`config.mk`:
```
export PLATFORM = sky130hd
export DESIGN_NAME = keypad_scanner
export DESIGN_NICKNAME = d
export VERILOG_FILES = /design/src/rtl/keypad_scanner.sv
export SDC_FILE = /design/constraint.sdc
export NUM_CORES = 1
export LEC_CHECK = 0
export CORE_ASPECT_RATIO = 0.8
export CORE_UTILIZATION = 37
export CTS_BUF_LIST = sky130_fd_sc_hd__clkbuf_4 sky130_fd_sc_hd__clkbuf_8
export CTS_CLUSTER_DIAMETER = 150
export DETAILED_ROUTE_END_ITERATION = 7
export MAX_ROUTING_LAYER = met4
export PLACE_DENSITY_LB_ADDON = 0.08
export SLEW_MARGIN = 30
export SYNTH_ARGS = -nofsm -noshare
export SYNTH_HDL_FRONTEND = slang
export SYNTH_SLANG_ARGS = --single-unit
export TNS_END_PERCENT = 100
```
`constraint.sdc`:
```
create_clock -name clk -period 13.4 [get_ports clk]
set_input_delay 3.35 -clock clk [delete_from_list [all_inputs] [get_ports clk]]
set_output_delay 3.35 -clock clk [all_outputs]
set_load 0.01 [all_outputs]
```
`src/rtl/keypad_scanner.sv`:
```
// 4x4 keypad scan controller: walks active-low columns, samples synchronized rows,
// debounces over whole scans and emits one key_valid pulse per accepted key.
module keypad_scanner #(
  parameter int SCAN_DIV       = 100000,
  parameter int DEBOUNCE_SCANS = 4
) (
  input  logic       clk,
  input  logic       RST_BTN,
  input  logic [3:0] row,
  output logic [3:0] col,
  output logic [3:0] key_code,
  output logic       key_valid,
  output logic       key_held
);

  localparam int DW = $clog2(SCAN_DIV);
  localparam int SW = $clog2(DEBOUNCE_SCANS + 1);
  localparam logic [DW-1:0] DWELL_LAST = DW'(SCAN_DIV - 1);
  localparam logic [SW-1:0] STABLE_MAX = SW'(DEBOUNCE_SCANS);

  typedef enum logic [1:0] {CAND_NONE, CAND_KEY, CAND_MULTI} cand_e;

  logic [DW-1:0] dwell;
  logic [1:0]    col_idx;
  logic [3:0]    row_meta;
  logic [3:0]    row_sync;
  logic [15:0]   snapshot;
  logic [15:0]   snap_next;
  logic [SW-1:0] stable_cnt;
  logic [SW-1:0] stable_next;
  cand_e         prev_kind;
  logic [3:0]    prev_key;
  cand_e         acc_kind;
  logic [3:0]    acc_key;
  cand_e         cand_kind;
  logic [3:0]    cand_key;
  logic [4:0]    n_set;
  logic          sample;
  logic          scan_start;
  logic          scan_end;
  logic          accept;

  assign sample     = (dwell == DWELL_LAST);
  assign scan_start = (col_idx == 2'd0) && (dwell == '0);
  assign scan_end   = sample && (col_idx == 2'd3);
  assign col        = ~(4'b0001 << col_idx);

  always_ff @(posedge clk or negedge RST_BTN) begin
    if (!RST_BTN) begin
      dwell    <= '0;
      col_idx  <= 2'd0;
      row_meta <= 4'hF;
      row_sync <= 4'hF;
      snapshot <= '0;
    end else begin
      row_meta <= row;
      row_sync <= row_meta;
      snapshot <= snap_next;
      if (sample) begin
        dwell   <= '0;
        col_idx <= col_idx + 2'd1;
      end else begin
        dwell <= dwell + DW'(1);
      end
    end
  end

  // The final column's sample is merged combinationally so the full scan is classified on the same edge.
  always_comb begin
    snap_next = snapshot;
    if (scan_start)
      snap_next = '0;
    if (sample)
      snap_next[{col_idx, 2'b00} +: 4] = ~row_sync;

    n_set     = 5'd0;
    cand_key  = 4'd0;
    cand_kind = CAND_NONE;
    for (int b = 0; b < 16; b++) begin
      if (snap_next[b]) begin
        n_set    = n_set + 5'd1;
        cand_key = {b[1:0], b[3:2]};
      end
    end
    if (n_set == 5'd1) begin
      cand_kind = CAND_KEY;
    end else if (n_set > 5'd1) begin
      cand_kind = CAND_MULTI;
      cand_key  = 4'd0;
    end

    if ((cand_kind == prev_kind) && (cand_key == prev_key))
      stable_next = (stable_cnt == STABLE_MAX) ? stable_cnt : stable_cnt + SW'(1);
    else
      stable_next = SW'(1);

    accept = (stable_next == STABLE_MAX) &&
             !((cand_kind == acc_kind) && (cand_key == acc_key));
  end

  always_ff @(posedge clk or negedge RST_BTN) begin
    if (!RST_BTN) begin
      stable_cnt <= '0;
      prev_kind  <= CAND_NONE;
      prev_key   <= 4'd0;
      acc_kind   <= CAND_NONE;
      acc_key    <= 4'd0;
      key_code   <= 4'd0;
      key_valid  <= 1'b0;
      key_held   <= 1'b0;
    end else begin
      key_valid <= 1'b0;
      if (scan_end) begin
        stable_cnt <= stable_next;
        prev_kind  <= cand_kind;
        prev_key   <= cand_key;
        if (accept) begin
          case (cand_kind)
            CAND_KEY: begin
              acc_kind  <= CAND_KEY;
              acc_key   <= cand_key;
              key_code  <= cand_key;
              key_held  <= 1'b1;
              key_valid <= 1'b1;
            end
            CAND_NONE: begin
              acc_kind <= CAND_NONE;
              acc_key  <= 4'd0;
              key_held <= 1'b0;
            end
            default: ;
          endcase
        end
      end
    end
  end

endmodule

```
==> flow_summary.json, run 1 <==
{
  "outcome": "completed",
  "grt_pass1_wl_um": 25100,
  "hp-class": "reg2reg",
  "endpoint": "key_code[0]",
  "ys_top_cells_by_area": "dfrtp_1, xnor2_1, ha_1",
  "rsz0062_at_grt": "no",
  "path_clk_slew_ns": 0.07,
  "ys.flop_type": "dfrtp_1",
  "cp_max_fo": 11,
  "finalHoldViolCount": 0,
  "fin_crit_ns": 12.46,
  "wl_per_cell_um": 17.1,
  "syn_inst": 649,
  "slew_headroom_pct": 45.8,
  "netSwitchingFraction_pct": 22.5,
  "synth_edf_count": 0,
  "worstSetupEndpointType": "flop",
  "drive_above_1_share_pct": 16.6,
  "wl_um": 15000,
  "gp_congestion": 0.879,
  "required_ns": 13.63,
  "yosysSeqAreaShare_pct": 26.7,
  "fin_area_mm2": 0.00643,
  "max_stage_delay_ns": 0.52,
  "slowest_stage": "mux2i_2",
  "die-area_mm2": 0.0163,
  "ys_ff_latch": 62,
  "p_leak_uw": 0.00282,
  "die_y_um": 114,
  "r2r_slack_ns": 0.94,
  "syn_area_per_cell_um2": 9.00,
  "worstSetupPathType": "reg2reg",
  "cts_tree": "built",
  "dp_slack_ns": 0.740,
  "r2r_start": "dwell[0]",
  "grt_pass1_vias": 4799,
  "layout_setup_ws_ns": 0.943,
  "combPwrFrac_pct": 1.7,
  "power_density_mw_per_mm2": 59.7,
  "p_sw_uw": 86.2,
  "antenna_found_initial": 0,
  "grt-ovfl-total": 0,
  "fillCellCount": 1505,
  "cp.arrival_ns": 12.69,
  "post-route-drc-count": 0,
  "crit_start": "dwell[0]",
  "p_int_uw": 298,
  "syn_to_final_growth_pct": 10.2,
  "root_buffer": "clkbuf_8",
  "multiInputGateArea_mm2": 0.00406,
  "yosys.area.top_type": "dfrtp_1",
  "post_dp_cell_area_mm2": 0.00618,
  "seq_power_share_pct": 49.7,
  "antenna_left": 0,
  "first_iter_violations": 358,
  "final_core_util_pct": 42.3,
  "cap_violations": 0,
  "globalRouteTotalUtil_pct": 20.2,
  "netlist_area_mm2": 0.00584,
  "seq_area_mm2": 0.00156,
  "cts.sinks": 62,
  "num-nets-final": 695,
  "critPathLaunchType": "flop",
  "yosysUniqueCellTypes": 104,
  "die_x_um": 142,
  "pin_count": 16,
  "diodes": 0,
  "htree_levels": 3,
  "final_common_cell": "nand2_1",
  "rows": 40,
  "worst_slew_pin_slew_ns": 0.806,
  "synth_fp_nets": 680,
  "hpwl_um": 11800,
  "final_cell_mix": "nand2_1, dfrtp_1, nor2_1, xnor2_1, inv_1",
  "peakVddDrop_mv": 0.0400,
  "drv_slew": 0,
  "post-route-period-util_pct": 93.0,
  "yosys.area.top_type_share_pct": 23.1,
  "async_flop_share_pct": 100,
  "first_pass_iters": 5,
  "vias": 4948,
  "io_buffers": 15,
  "max_freq_ghz": 0.0803,
  "r2r_cells": 55,
  "ys_warn_count": 0,
  "grt_max_degree": 50,
  "r2r-end": "key_code[0]",
  "setup_tns_ns": 0,
  "finalPower_uw": 384,
  "post_drt_via_cell_ratio": 5.63,
  "cts_buffer_depth": 2,
  "core_area_mm2": 0.0152,
  "finalSetupViolations": 0,
  "cts_buffers": 9,
  "skew_ns": 0.0118,
  "p_clk_share_pct": 48.6,
  "worst_skew_pair.late_latency_ns": 0.35,
  "start_util_pct": 38.4
}
[cells in the mapped netlist (16+ instances only)]
master	n
xor2_1	22
nor2_1	53
o21ai_0	25
xnor2_1	39
a21oi_1	24
nand2_1	63
nor3_1	16
dfrtp_1	54
inv_1	31
ha_1	25
nand3_1	26
[power by group through the flow]
stage	logic (uW)	registers (uW)	clock network (uW)
floorplan	0.976	194	0
global placement	6.64	195	0
detailed placement	6.76	194	0
CTS	6.76	191	192
global route	7.45	191	199
finish	6.39	191	187
[logic make-up (layout without fill, tap and decap cells)]
logic type	after synthesis	count (layout)	synth area share, %
AO/OA/AOI/OAI	151	151	19.6
AND/OR/NAND/NOR	253	253	24.6
XOR/XNOR	78	78	15.1
adder cells (fa/ha/maj)	25	25	5.35
flip-flops	62	62	26.7
buffers and inverters	58	78	4.35
multiplexers	22	22	4.33
[through the flow]
step,hold slack (ns),instances
2_1_floorplan,0.345,649
3_3_place_gp,0.348,862
3_5_place_dp,0.350,862
4_1_cts,0.357,878
5_1_grt,0.359,879
6_report,0.356,879
[cell type report]
| class | instances | share of cell area [%] |
|---|---|---|
| inverters | 44 | 2.62 |
| clock inverters | 6 | 1.34 |
| well taps | 210 | 4.08 |
| multi-input cells | 529 | 63.0 |
| flip-flops and latches | 62 | 24.3 |
| repair buffers | 18 | 2.61 |
| clock buffers | 10 | 2.04 |
[timing repair]
action,CTS,global route
hold buffers,0,0
buffers inserted,0,1
gates resized for setup,0,5
endpoints found under the setup margin,0,10
[flip-flops by register name, summed over array words and instances, names as in the netlist]
register and count:
acc_key 4, stable_cnt 3, dwell 17, snapshot 16, prev_key 4, key_valid 1, acc_kind 1, key_code 4
col_idx 2, prev_kind 2, row_meta 4, row_sync 4
[per-layer routing]
layer	track usage, %	vias to the layer above	routed length, um
met4	3.87	0	129
li1	-	2390	-
met3	3.22	12	662
met5	-	-	0
met2	30.6	130	6680
met1	28.6	2416	7570
[critical path: cells and delay by family, from the launching register on]
family | cells | cell delay, ns
XOR/XNOR | 8 | 1.57
buffers and inverters | 10 | 0.89
adder cells (fa/ha/maj) | 9 | 2.54
multiplexers | 6 | 1.85
flip-flops | 1 | 0.41
AO/OA/AOI/OAI | 13 | 2.87
AND/OR/NAND/NOR | 9 | 2.20
[worst min path at each step]
stage | depth (start not counted) | to | startpoint
2_1_floorplan | 0 | row_sync[0] | row_meta[0]
3_3_place_gp | 0 | row_sync[0] | row_meta[0]
3_5_place_dp | 0 | row_sync[0] | row_meta[0]
4_1_cts | 0 | row_sync[0] | row_meta[0]
5_1_grt | 0 | row_sync[0] | row_meta[0]
6_report | 0 | row_sync[0] | row_meta[0]
Note: power is estimated with default switching activity, not from simulation.
==> inputs of run 2 (changes only) <==
--- a/config.mk
+++ b/config.mk
@@ -12,7 +12,6 @@
 export DETAILED_ROUTE_END_ITERATION = 7
 export MAX_ROUTING_LAYER = met4
 export PLACE_DENSITY_LB_ADDON = 0.08
-export SLEW_MARGIN = 30
 export SYNTH_ARGS = -nofsm -noshare
 export SYNTH_HDL_FRONTEND = slang
 export SYNTH_SLANG_ARGS = --single-unit
==> flow_summary.json, run 2 (synthesis results as in run 1) <==
{
  "peakVddDrop_mv": 0.0400,
  "setup_tns_ns": 0,
  "final_cell_mix": "nand2_1, dfrtp_1, nor2_1, xnor2_1, inv_1",
  "hp-class": "reg2reg",
  "fin_area_mm2": 0.00643,
  "cts_buffer_depth": 2,
  "largest_register_ffs": 17,
  "p_leak_uw": 0.00282,
  "required_ns": 13.64,
  "globalRouteTotalUtil_pct": 20.2,
  "cp_max_fo": 7,
  "wl_per_cell_um": 17.1,
  "start_util_pct": 38.4,
  "cts.sinks": 62,
  "finalHoldViolCount": 0,
  "htree_levels": 3,
  "diodes": 0,
  "antenna_left": 0,
  "rsz0062_at_grt": "no",
  "slew_headroom_pct": 28.5,
  "hpwl_um": 11800,
  "first_pass_iters": 6,
  "fin_crit_ns": 12.46,
  "io_buffers": 15,
  "drv_slew": 0,
  "cp.arrival_ns": 12.70,
  "r2r_cells": 54,
  "max_stage_delay_ns": 0.50,
  "finalSetupViolations": 0,
  "final_common_cell": "nand2_1",
  "holdWs_ns": 0.356,
  "fillCellCount": 1503,
  "vias": 4931,
  "grt_pass1_vias": 4799,
  "dp.cells": 862,
  "cap_violations": 0,
  "die_y_um": 114,
  "rows": 40,
  "grt_max_degree": 50,
  "syn_to_final_growth_pct": 10.0,
  "first_iter_violations": 358,
  "critPathLaunchType": "flop",
  "grt-ovfl-total": 0,
  "gp_congestion": 0.879,
  "holdPathEnd": "row_sync[0]",
  "hp-start": "row_meta[0]",
  "skew_ns": 0.0116,
  "num-nets-final": 695,
  "r2r-end": "acc_key[3]",
  "root_buffer": "clkbuf_8",
  "cts_tree": "built",
  "max_flop_register": "dwell",
  "worst_slew_pin_slew_ns": 1.05,
  "max_freq_ghz": 0.0803,
  "power_density_mw_per_mm2": 59.7,
  "post-route-drc-count": 0,
  "worstSetupEndpointType": "flop",
  "grt_pass1_wl_um": 25100,
  "cts_buffers": 9,
  "post-route-period-util_pct": 93.0,
  "antenna_found_initial": 0,
  "outcome": "completed",
  "r2r_slack_ns": 0.94,
  "wl_um": 15000,
  "reg_top3": "dwell: 17 flops, snapshot: 16 flops",
  "pin_count": 16,
  "post_dp_cell_area_mm2": 0.00618,
  "path_clk_slew_ns": 0.07,
  "finalPower_uw": 384,
  "post_drt_via_cell_ratio": 5.61,
  "core_area_mm2": 0.0152,
  "die_x_um": 142,
  "drive_above_1_share_pct": 16.3,
  "final_cell_count_no_fill": 879,
  "r2r_start": "dwell[0]",
  "die-area_mm2": 0.0163,
  "slowest_stage": "or4_1",
  "worst_skew_pair.late_latency_ns": 0.35,
  "min_path_cells": 0,
  "worstSetupPathType": "reg2reg"
}
run 2: cell counts in the layout (fill, tap and decap cells not counted):
No cell type changed its count.
run 2: critical path: cells and delay by family (launching register included):
kind	cells	cell delay (ns)
multiplexers	5	1.41
AO/OA/AOI/OAI	14	3.19
AND/OR/NAND/NOR	9	2.53
XOR/XNOR	8	1.56
flip-flops	1	0.41
adder cells (fa/ha/maj)	9	2.53
buffers and inverters	9	0.70
run 2: worst max-delay path by stage:
stage / startpoint / to
final: dwell[0] / acc_key[3]
after global routing: col_idx[0] / acc_key[2]
after CTS: dwell[0] / key_code[0]
after detailed placement: dwell[0] / key_code[3]
after global placement: col_idx[0] / key_code[0]
after floorplan: col_idx[0] / key_code[0]
run 2: report_power, final:
group / switching [uW] / internal [uW] / leakage, uW
combinational: 4.45 / 1.92 / 0.00189
sequential: 1.68 / 189 / 0.000824
clock: 79.9 / 106 / 0.000110
run 2: cell type report:
cell class / instances / area (um2) / share of cell area [%]
clock buffers: 10 / 131 / 2.04
clock inverters: 6 / 86.3 / 1.34
inverters: 44 / 169 / 2.63
multi-input cells: 529 / 4050 / 63.0
flip-flops and latches: 62 / 1560 / 24.3
well taps: 210 / 263 / 4.09
repair buffers: 18 / 168 / 2.61
run 2: per-layer routing:
| metal | vias up | share of wire (%) | global-route usage [%] |
|---|---|---|---|
| met5 | - | 0 | - |
| met3 | 12 | 4.2 | 3.22 |
| met4 | 0 | 0.86 | 3.87 |
| met1 | 2407 | 51 | 28.6 |
| met2 | 122 | 44 | 30.6 |
| li1 | 2390 | - | - |
run 2: repair_timing:
item	CTS	global route
hold buffers	0	0
buffers inserted	0	1
endpoints found under the setup margin	0	10
endpoints found under the hold margin	0	0
resized for setup	0	5
run 2: per-stage QoR:
stage | setup slack [ns] | util [%]
finish | 0.939 | 42.2
global route | 0.0867 | 42.2
CTS | 0.713 | 42.0
detailed placement | 0.740 | 40.6
global placement | 1.23 | 40.6
floorplan | 2.09 | -
==> inputs of run 3 (changes only) <==
--- a/config.mk
+++ b/config.mk
@@ -12,6 +12,7 @@
 export DETAILED_ROUTE_END_ITERATION = 7
 export MAX_ROUTING_LAYER = met4
 export PLACE_DENSITY_LB_ADDON = 0.08
+export SETUP_SLACK_MARGIN = 0.5
 export SYNTH_ARGS = -nofsm -noshare
 export SYNTH_HDL_FRONTEND = slang
 export SYNTH_SLANG_ARGS = --single-unit
==> flow_summary.json, run 3 (synthesis results as in run 1) <==
{
  "r2r_slack_ns": 1.30,
  "critPathLaunchType": "flop",
  "grt_pass1_vias": 4799,
  "grt_max_degree": 50,
  "io_buffers": 15,
  "globalRouteTotalUtil_pct": 20.2,
  "cts_buffers": 9,
  "slew_headroom_pct": 28.5,
  "cts.sinks": 62,
  "skew_ns": 0.0106,
  "max_stage_delay_ns": 0.49,
  "final_cell_count_no_fill": 882,
  "core_area_mm2": 0.0152,
  "p_leak_uw": 0.00283,
  "hp-class": "reg2reg",
  "htree_levels": 3,
  "pin_count": 16,
  "power_density_mw_per_mm2": 58.9,
  "final_cell_mix": "nand2_1, nor2_1, dfrtp_1, xnor2_1, inv_1",
  "die_y_um": 114,
  "grt-ovfl-total": 0,
  "post-route-drc-count": 0,
  "start_util_pct": 38.4,
  "vias": 4970,
  "antenna_left": 0,
  "die-area_mm2": 0.0163,
  "grt_pass1_wl_um": 25100,
  "worstSetupEndpointType": "flop",
  "drive_above_1_share_pct": 17.9,
  "syn_to_final_growth_pct": 11.4,
  "cts_tree": "built",
  "rsz0062_at_grt": "no",
  "cp.arrival_ns": 12.32,
  "p_clk_share_pct": 48.5,
  "cp_max_fo": 11,
  "finalPower_uw": 383,
  "finalSetupViolations": 0,
  "cts_buffer_depth": 2,
  "wl_per_cell_um": 17.2,
  "drv_slew": 0,
  "num-nets-final": 698,
  "setup_tns_ns": 0,
  "antenna_found_initial": 0,
  "first_pass_iters": 6,
  "peakVddDrop_mv": 0.0397,
  "fin_crit_ns": 12.10,
  "finalHoldViolCount": 0,
  "root_buffer": "clkbuf_8",
  "diodes": 0,
  "slowest_stage": "or4_1",
  "max_freq_ghz": 0.0827,
  "path_clk_slew_ns": 0.07,
  "fillCellCount": 1509,
  "rows": 40,
  "post_drt_via_cell_ratio": 5.63,
  "die_x_um": 142,
  "final_core_util_pct": 42.8,
  "outcome": "completed",
  "largest_register_ffs": 17,
  "netSwitchingFraction_pct": 22.3,
  "combPwrFrac_pct": 1.7,
  "p_sw_uw": 85.3,
  "worstSetupPathType": "reg2reg",
  "cap_violations": 0,
  "wl_um": 15200,
  "first_iter_violations": 361,
  "max_flop_register": "dwell",
  "gp_congestion": 0.879,
  "worst_slew_pin_slew_ns": 1.05,
  "worst_skew_pair.late_latency_ns": 0.35,
  "reg_top3": "dwell: 17 flops, snapshot: 16 flops",
  "seq_power_share_pct": 49.9,
  "post-route-period-util_pct": 90.3,
  "dp.cells": 862,
  "required_ns": 13.63,
  "hpwl_um": 11800,
  "hold_buffers": 0,
  "p_int_uw": 298,
  "final_common_cell": "nand2_1"
}
-- run 3: layout make-up --
class	count	area, um2	share of cell area [%]
Inverter	44	173	2.65
Sequential cell	62	1560	24.0
Timing Repair Buffer	21	190	2.92
Tap cell	210	263	4.04
Clock inverter	6	86.3	1.33
Clock buffer	10	131	2.02
Multi-Input combinational cell	529	4100	63.0
-- run 3: what timing repair did --
item	CTS	global route
endpoints found under the setup margin	0	15
setup buffers	0	4
gates resized for setup	0	17
hold endpoints to repair	0	0
-- run 3: routing by layer --
metal | up-vias | track usage [%] | wire, um
li1 | 2393 | - | -
met1 | 2430 | 28.6 | 7630
met2 | 131 | 30.6 | 6770
met3 | 16 | 3.22 | 655
met4 | 0 | 3.87 | 157
met5 | - | - | 0
-- run 3: stage by stage --
stage / hold slack [ns] / instance area [um2] / worst slack (ns)
2_1_floorplan: 0.345 / 5840 / 2.09
3_3_place_gp: 0.348 / 6180 / 1.23
3_5_place_dp: 0.350 / 6180 / 0.740
4_1_cts: 0.357 / 6400 / 0.713
5_1_grt: 0.359 / 6510 / 0.483
6_report: 0.356 / 6510 / 1.30
-- run 3: final timing paths --
path	startpoint	to	cells after the start
worst max-delay path	dwell[0]	key_code[0]	55
worst min-delay path	row_meta[0]	row_sync[0]	0
worst max register to register	dwell[0]	key_code[0]	55
worst min register to register	row_meta[0]	row_sync[0]	0
max in group asynchronous	RST_BTN	col_idx[0]	2
min in group asynchronous	RST_BTN	key_code[1]	1
-- run 3: worst max-delay path, delay by kind of cell, from the launching register on --
kind	cells	cell delay, ns
AND/OR/NAND/NOR	9	2.03
AO/OA/AOI/OAI	13	2.77
XOR/XNOR	8	1.56
adder cells (fa/ha/maj)	9	2.55
flip-flops	1	0.41
multiplexers	6	1.75
buffers and inverters	10	0.86
-- run 3: power by group through the flow --
stage / Sequential [uW] / Combinational, uW / Clock (uW)
floorplan: 194 / 0.976 / 0
global placement: 195 / 6.64 / 0
detailed placement: 194 / 6.76 / 0
CTS: 191 / 6.76 / 192
global route: 191 / 7.45 / 199
finish: 191 / 6.37 / 186
